`config.mk`:
```
export PLATFORM = sky130hd
export DESIGN_NAME = vram_arbiter
export DESIGN_NICKNAME = d
export VERILOG_FILES = /design/src/rtl/vram_pkg.sv /design/src/rtl/vram_fill_engine.sv /design/src/rtl/vram_arbiter.sv
export SDC_FILE = /design/constraint.sdc
export NUM_CORES = 1
export LEC_CHECK = 0
export CORE_MARGIN = 5
export CORE_UTILIZATION = 51
export CTS_CLUSTER_DIAMETER = 60
export CTS_CLUSTER_SIZE = 10
export DETAILED_ROUTE_END_ITERATION = 6
export PLACE_DENSITY = 0.95
export SLEW_MARGIN = 20
export SYNTH_ARGS = -nofsm -noshare
export SYNTH_HDL_FRONTEND = slang
export SYNTH_HIERARCHICAL = 1
export SYNTH_SLANG_ARGS = --single-unit
export TNS_END_PERCENT = 50
```
`constraint.sdc`:
```
create_clock -name clk -period 8.7 [get_ports clk]
set_input_delay 2.61 -clock clk [delete_from_list [all_inputs] [get_ports clk]]
set_output_delay 2.61 -clock clk [all_outputs]
set_load 0.005 [all_outputs]
```
`src/rtl/vram_pkg.sv`:
```
// rtl/vram_pkg.sv - shared types and defaults for the VRAM arbiter
package vram_pkg;

    // Default VRAM address width (1 MiB of byte-wide video memory)
    localparam int ADDR_W_DEFAULT = 20;

    // Default number of display-caused CPU losses before the CPU is forced through
    localparam int CPU_MAX_WAIT_DEFAULT = 4;

    // Which requester owns the VRAM port in the current cycle
    typedef enum logic [1:0] {
        REQ_NONE = 2'd0,
        REQ_DISP = 2'd1,
        REQ_CPU  = 2'd2,
        REQ_FILL = 2'd3
    } vram_req_e;

    // Block-fill engine states
    typedef enum logic [1:0] {
        FILL_IDLE = 2'd0,
        FILL_RUN  = 2'd1,
        FILL_DONE = 2'd2
    } fill_state_e;

endpackage

```
`src/rtl/vram_fill_engine.sv`:
```
// rtl/vram_fill_engine.sv - block-fill requester: writes one value over a wrapping address range
module vram_fill_engine
    import vram_pkg::*;
#(
    parameter int ADDR_W = ADDR_W_DEFAULT
) (
    input  logic              clk_i,
    input  logic              rst_i,
    input  logic              start_i,
    input  logic [ADDR_W-1:0] base_i,
    input  logic [ADDR_W:0]   len_i,
    input  logic [7:0]        value_i,
    input  logic              gnt_i,
    output logic              req_o,
    output logic [ADDR_W-1:0] addr_o,
    output logic [7:0]        data_o,
    output logic              busy_o,
    output logic              done_o
);

    fill_state_e        state_q, state_d;
    logic [ADDR_W-1:0]  ptr_q, ptr_d;
    logic [ADDR_W:0]    cnt_q, cnt_d;
    logic [7:0]         value_q, value_d;
    // A zero-length command never leaves IDLE but still reports completion
    logic               zero_done_q, zero_done_d;

    // State and datapath registers, cleared by synchronous reset
    always_ff @(posedge clk_i) begin
        if (rst_i) begin
            state_q     <= FILL_IDLE;
            ptr_q       <= '0;
            cnt_q       <= '0;
            value_q     <= '0;
            zero_done_q <= 1'b0;
        end else begin
            state_q     <= state_d;
            ptr_q       <= ptr_d;
            cnt_q       <= cnt_d;
            value_q     <= value_d;
            zero_done_q <= zero_done_d;
        end
    end

    // Next-state logic: leave RUN once the grant for the final byte arrives
    always_comb begin
        state_d = state_q;
        case (state_q)
            FILL_IDLE: if (start_i && (len_i != '0)) state_d = FILL_RUN;
            FILL_RUN:  if (gnt_i && (cnt_q == (ADDR_W+1)'(1))) state_d = FILL_DONE;
            FILL_DONE: state_d = FILL_IDLE;
            default:   state_d = FILL_IDLE;
        endcase
    end

    // Pointer/count/value update: latch on accepted start, advance on each grant
    always_comb begin
        ptr_d       = ptr_q;
        cnt_d       = cnt_q;
        value_d     = value_q;
        zero_done_d = 1'b0;
        if (state_q == FILL_IDLE && start_i) begin
            if (len_i != '0) begin
                ptr_d   = base_i;
                cnt_d   = len_i;
                value_d = value_i;
            end else begin
                zero_done_d = 1'b1;
            end
        end
        if (state_q == FILL_RUN && gnt_i) begin
            ptr_d = ptr_q + ADDR_W'(1);
            cnt_d = cnt_q - (ADDR_W+1)'(1);
        end
    end

    // Outputs decoded from the current state
    always_comb begin
        req_o  = (state_q == FILL_RUN);
        busy_o = (state_q != FILL_IDLE);
        done_o = (state_q == FILL_DONE) || zero_done_q;
    end

    assign addr_o = ptr_q;
    assign data_o = value_q;

endmodule

```
`src/rtl/vram_arbiter.sv`:
```
// rtl/vram_arbiter.sv - single-port VRAM arbiter for display, CPU and fill engine
module vram_arbiter
    import vram_pkg::*;
#(
    parameter int ADDR_W       = ADDR_W_DEFAULT,
    parameter int CPU_MAX_WAIT = CPU_MAX_WAIT_DEFAULT
) (
    input  logic              clk,
    input  logic              rst,
    input  logic              disp_req,
    input  logic [ADDR_W-1:0] disp_addr,
    output logic              disp_gnt,
    output logic              disp_rvalid,
    output logic [7:0]        disp_rdata,
    input  logic              cpu_req,
    input  logic              cpu_we,
    input  logic [ADDR_W-1:0] cpu_addr,
    input  logic [7:0]        cpu_wdata,
    output logic              cpu_gnt,
    output logic              cpu_rvalid,
    output logic [7:0]        cpu_rdata,
    input  logic              fill_start,
    input  logic [ADDR_W-1:0] fill_base,
    input  logic [ADDR_W:0]   fill_len,
    input  logic [7:0]        fill_value,
    output logic              fill_busy,
    output logic              fill_done,
    output logic [ADDR_W-1:0] vram_address,
    output logic              w_enable,
    output logic [7:0]        w_data,
    input  logic [7:0]        r_data
);

    logic              fill_req;
    logic              fill_gnt;
    logic [ADDR_W-1:0] fill_addr;
    logic [7:0]        fill_data;

    vram_req_e         sel;
    logic              cpu_ok;
    logic              cpu_forced;

    logic [3:0]        starve_q, starve_d;
    logic [ADDR_W-1:0] addr_hold_q;
    logic              disp_rvalid_q, cpu_rvalid_q;
    logic [7:0]        disp_rdata_q, cpu_rdata_q;

    vram_fill_engine #(
        .ADDR_W (ADDR_W)
    ) u_fill (
        .clk_i   (clk),
        .rst_i   (rst),
        .start_i (fill_start),
        .base_i  (fill_base),
        .len_i   (fill_len),
        .value_i (fill_value),
        .gnt_i   (fill_gnt),
        .req_o   (fill_req),
        .addr_o  (fill_addr),
        .data_o  (fill_data),
        .busy_o  (fill_busy),
        .done_o  (fill_done)
    );

    // The CPU sits out entirely while a fill owns the memory, so the
    // starvation override can never cut into a fill
    assign cpu_ok     = cpu_req && !fill_busy;
    assign cpu_forced = cpu_ok && (starve_q == 4'(CPU_MAX_WAIT));

    // Fixed-priority pick: forced CPU, display, CPU, fill; nothing in reset
    always_comb begin
        sel = REQ_NONE;
        if (!rst) begin
            if (cpu_forced)    sel = REQ_CPU;
            else if (disp_req) sel = REQ_DISP;
            else if (cpu_ok)   sel = REQ_CPU;
            else if (fill_req) sel = REQ_FILL;
        end
    end

    assign disp_gnt = (sel == REQ_DISP);
    assign cpu_gnt  = (sel == REQ_CPU);
    assign fill_gnt = (sel == REQ_FILL);

    // Port mux; the address parks on its last driven value when idle
    always_comb begin
        vram_address = addr_hold_q;
        w_enable     = 1'b0;
        w_data       = 8'h00;
        case (sel)
            REQ_DISP: vram_address = disp_addr;
            REQ_CPU: begin
                vram_address = cpu_addr;
                w_enable     = cpu_we;
                w_data       = cpu_wdata;
            end
            REQ_FILL: begin
                vram_address = fill_addr;
                w_enable     = 1'b1;
                w_data       = fill_data;
            end
            default: ;
        endcase
    end

    // Starvation count: only losses to the display while eligible accumulate
    always_comb begin
        starve_d = starve_q;
        if (!cpu_req || cpu_gnt)     starve_d = 4'd0;
        else if (disp_gnt && cpu_ok) starve_d = starve_q + 4'd1;
    end

    // Starvation counter and parked address
    always_ff @(posedge clk) begin
        if (rst) begin
            starve_q    <= 4'd0;
            addr_hold_q <= '0;
        end else begin
            starve_q    <= starve_d;
            addr_hold_q <= vram_address;
        end
    end

    // Read return: capture r_data at the edge closing a read grant
    always_ff @(posedge clk) begin
        if (rst) begin
            disp_rvalid_q <= 1'b0;
            disp_rdata_q  <= 8'h00;
            cpu_rvalid_q  <= 1'b0;
            cpu_rdata_q   <= 8'h00;
        end else begin
            disp_rvalid_q <= disp_gnt;
            cpu_rvalid_q  <= cpu_gnt && !cpu_we;
            if (disp_gnt)            disp_rdata_q <= r_data;
            if (cpu_gnt && !cpu_we)  cpu_rdata_q  <= r_data;
        end
    end

    assign disp_rvalid = disp_rvalid_q;
    assign disp_rdata  = disp_rdata_q;
    assign cpu_rvalid  = cpu_rvalid_q;
    assign cpu_rdata   = cpu_rdata_q;

endmodule

```
==> impl_metrics.yaml <==
placed_design:
  gp_congestion: 0.930
  dp_worst_setup_slack_ns: 1.08
  placed_cells: 917
  portBuffers: 161
  post_dp_cell_area_um2: 6890
  hpwlAfterDp_um: 12500
setup_path:
  path_common_cell: "clkdlybuf4s50_1"
  crit_cells: 7
  worstPathCellList: "clkdlybuf4s50_1, nor2_1, and3_1, buf_4, nand2_1, a21oi_1, clkdlybuf4s50_1"
  reg2regPathDepth: 9
  slowest_stage: "clkdlybuf4s50_1"
  r2r_end: "u_fill/cnt_q[20]"
  critPathBufInv: 3
  endpoint: "w_data[3]"
  critPathArrivalTime_ns: 5.08
  rr_startpoint: "u_fill/state_q[0]"
  critical_path_required_ns: 6.09
  reg2reg_slack_ns: 4.54
  crit_path_start_kind: "input pin"
  path_class: "in -> out"
  crit_fanout: 16
  end_kind: "output port"
  critPathTopFamily: "buffers and inverters"
  critical_path.max_stage_delay_ns: 0.62
  cp-startpoint: "disp_req"
finish:
  stdcell_area_um2: 7080
  fillers: 817
  multiInputGateArea_um2: 3090
  utilization_pct: 69.5
  antenna_cells: 0
  areaGrowthSynthToFinish_pct: 35.4
  instances_no_fill: 933
  seq_area_um2: 1880
  layout-drive-gt1-share_pct: 6.27
  nets: 908
routing:
  post-route-drc-count: 0
  drt_wl_total_um: 16900
  vias_per_cell: 6.28
  first_pass_iters: 7
  wire_per_inst_um: 18.1
  num_vias: 5862
  antenna_left: 0
  drt_iter0_drc: 682
pwr:
  p_leak_nw: 2.53
  peakVddDrop_mv: 0.0944
  power_mw: 0.999
  powerDensity_nw_per_um2: 141
floorplanning:
  start_util_pct: 51.4
  core_um2: 10200
  rows: 37
  dieArea_um2: 12400
  ios: 162
  fp.dieW_um: 111
  die_y_um: 111
synth:
  synth_warnings: 6
  yosysSeqAreaShare_pct: 36.0
  syn_area_um2: 5230
  synth_largest_area_cell: "dfxtp_1"
  synth_top_area_share_pct: 36.0
  synth_area_leaders: "dfxtp_1 (36%), a21oi_1 (5.2%), nand2_1 (5.0%), nor2_1 (4.8%), nand3_1 (3.1%)"
  synth_common_cells: "dfxtp_1 (94), nand2_1 (69), nor2_1 (67)"
  syn_inst: 652
  async_reset_ff_share_pct: 0
  yosysUniqueCellTypes: 74
  yosysMostFrequentCell: "dfxtp_1"
  synth-main-ff-cell: "dfxtp_1"
  ys_ff_latch: 94
  synth_area_per_cell_um2: 8.02
  syn-num-nets: 768
  synth-edff-count: 0
sta:
  worst_pin_slew_ns: 0.923
  drv_slew: 0
  grt_setup_unrepaired: "false"
  tns_ns: 0
  hold_viol: 0
  period_share_pct: 88.4
  slew_headroom_pct: 38.5
  fin_ws_ns: 1.01
  finClkSkew_ns: 0.0136
  max_freq_ghz: 0.130
  setup_viol: 0
  period_minus_slack_ns: 7.69
  whs_ns: 0.460
global_route:
  grt_pass1_vias: 5782
  track_usage_pct: 26.5
  antenna_found_initial: 0
  grt_pass1_wl_um: 27500
  grt-ovfl-total: 0
  grt_max_degree: 55
clocking:
  insertion_delay_ns: 0.37
  numCtsBuffers: 9
  cts_num_sinks: 94
  postCtsHoldBufs: 0
  clockBufferDepth: 2
  htree_levels: 3
  clk_pin_slew_worst_paths_ns: 0.10
  root_buffer: "clkbuf_8"
  cts_tree: "done"
  cts_resized: 0
  post-cts-setup-buffers: 0
outcome:
  status: "complete, no violations"
job:
  cap_viol_max_count: 0
min_path:
  min_path_type: "reg -> reg"
==> layer usage <==
layer | part of all wire [%] | track usage, % | routed length, um
met1 | 40 | 31.2 | 6670
met2 | 48 | 45.6 | 8030
met3 | 8.8 | 6.11 | 1490
met4 | 4.0 | 11.9 | 673
met5 | 0 | 0 | 0
==> cells by family after synthesis <==
family	after synthesis	synth area share, %
buffers and inverters	57	4.97
XOR/XNOR	9	1.51
flip-flops	94	36.0
AND/OR/NAND/NOR	285	28.2
adder cells (fa/ha/maj)	5	1.20
AO/OA/AOI/OAI	193	26.4
multiplexers	9	1.72
==> registers in the layout, indices dropped and copies added (netlist names) <==
signal and count:
u_fill/zero_done_q 1, cpu_rdata 8, disp_rdata 8, starve_q 4, u_fill/state_q 2, disp_rvalid 1, u_fill/data_o 8, addr_hold_q 20
u_fill/cnt_q 21, cpu_rvalid 1, u_fill/addr_o 20
==> area by class of cell <==
class	count	area share [%]
clock buffer	9	1.75
clock inverter	7	0.919
inverter	13	0.689
multi-input combinational	501	43.7
sequential	94	26.6
tap	136	2.40
timing repair buffer	173	24.0
==> cells in the final DEF (no fill, tap or decap), types with 3 or more instances in the layout <==
cell type,n
a31oi_1,8
xnor2_1,7
a211oi_1,7
inv_1,13
a221oi_1,17
nor3_1,32
o31a_1,4
ha_1,5
dfxtp_1,94
nor3b_1,14
o21ai_0,19
a22oi_1,17
nor4_1,16
nand2b_1,10
o21ai_2,3
a21o_1,4
buf_4,13
nand2_1,69
and4_1,3
nand4_1,9
clkdlybuf4s50_1,160
or3_1,4
mux2i_1,9
and3_1,5
a22o_1,7
nand3b_1,5
clkbuf_8,9
nand3_1,32
a21oi_1,54
a32o_1,13
nor2_1,67
o21ai_1,8
clkinv_4,3
==> tightest hold or removal path, cell delays in order (launching register included) <==
cell     delay [ns]
dfxtp_1        0.32
nand2_1        0.05
a21oi_1        0.05
==> worst min path at each step <==
stage	start	to	slack [ns]	cells after the start
floorplan	u_fill/data_o[3]	u_fill/data_o[3]	0.44	2
global placement	disp_rdata[6]	disp_rdata[6]	0.44	2
detailed placement	disp_rdata[0]	disp_rdata[0]	0.45	2
CTS	disp_rdata[0]	disp_rdata[0]	0.46	2
global route	disp_rdata[0]	disp_rdata[0]	0.47	2
finish	u_fill/data_o[2]	u_fill/data_o[2]	0.46	2
==> power breakdown <==
part | total (mW) | leakage, nW | switching (mW) | internal [mW]
clock | 0.286 | 0.0938 | 0.175 | 0.111
combinational | 0.231 | 1.67 | 0.109 | 0.122
sequential | 0.482 | 0.772 | 0.0260 | 0.456
total | 0.999 | 2.53 | 0.310 | 0.689
Note: power is estimated with default switching activity, not from simulation.
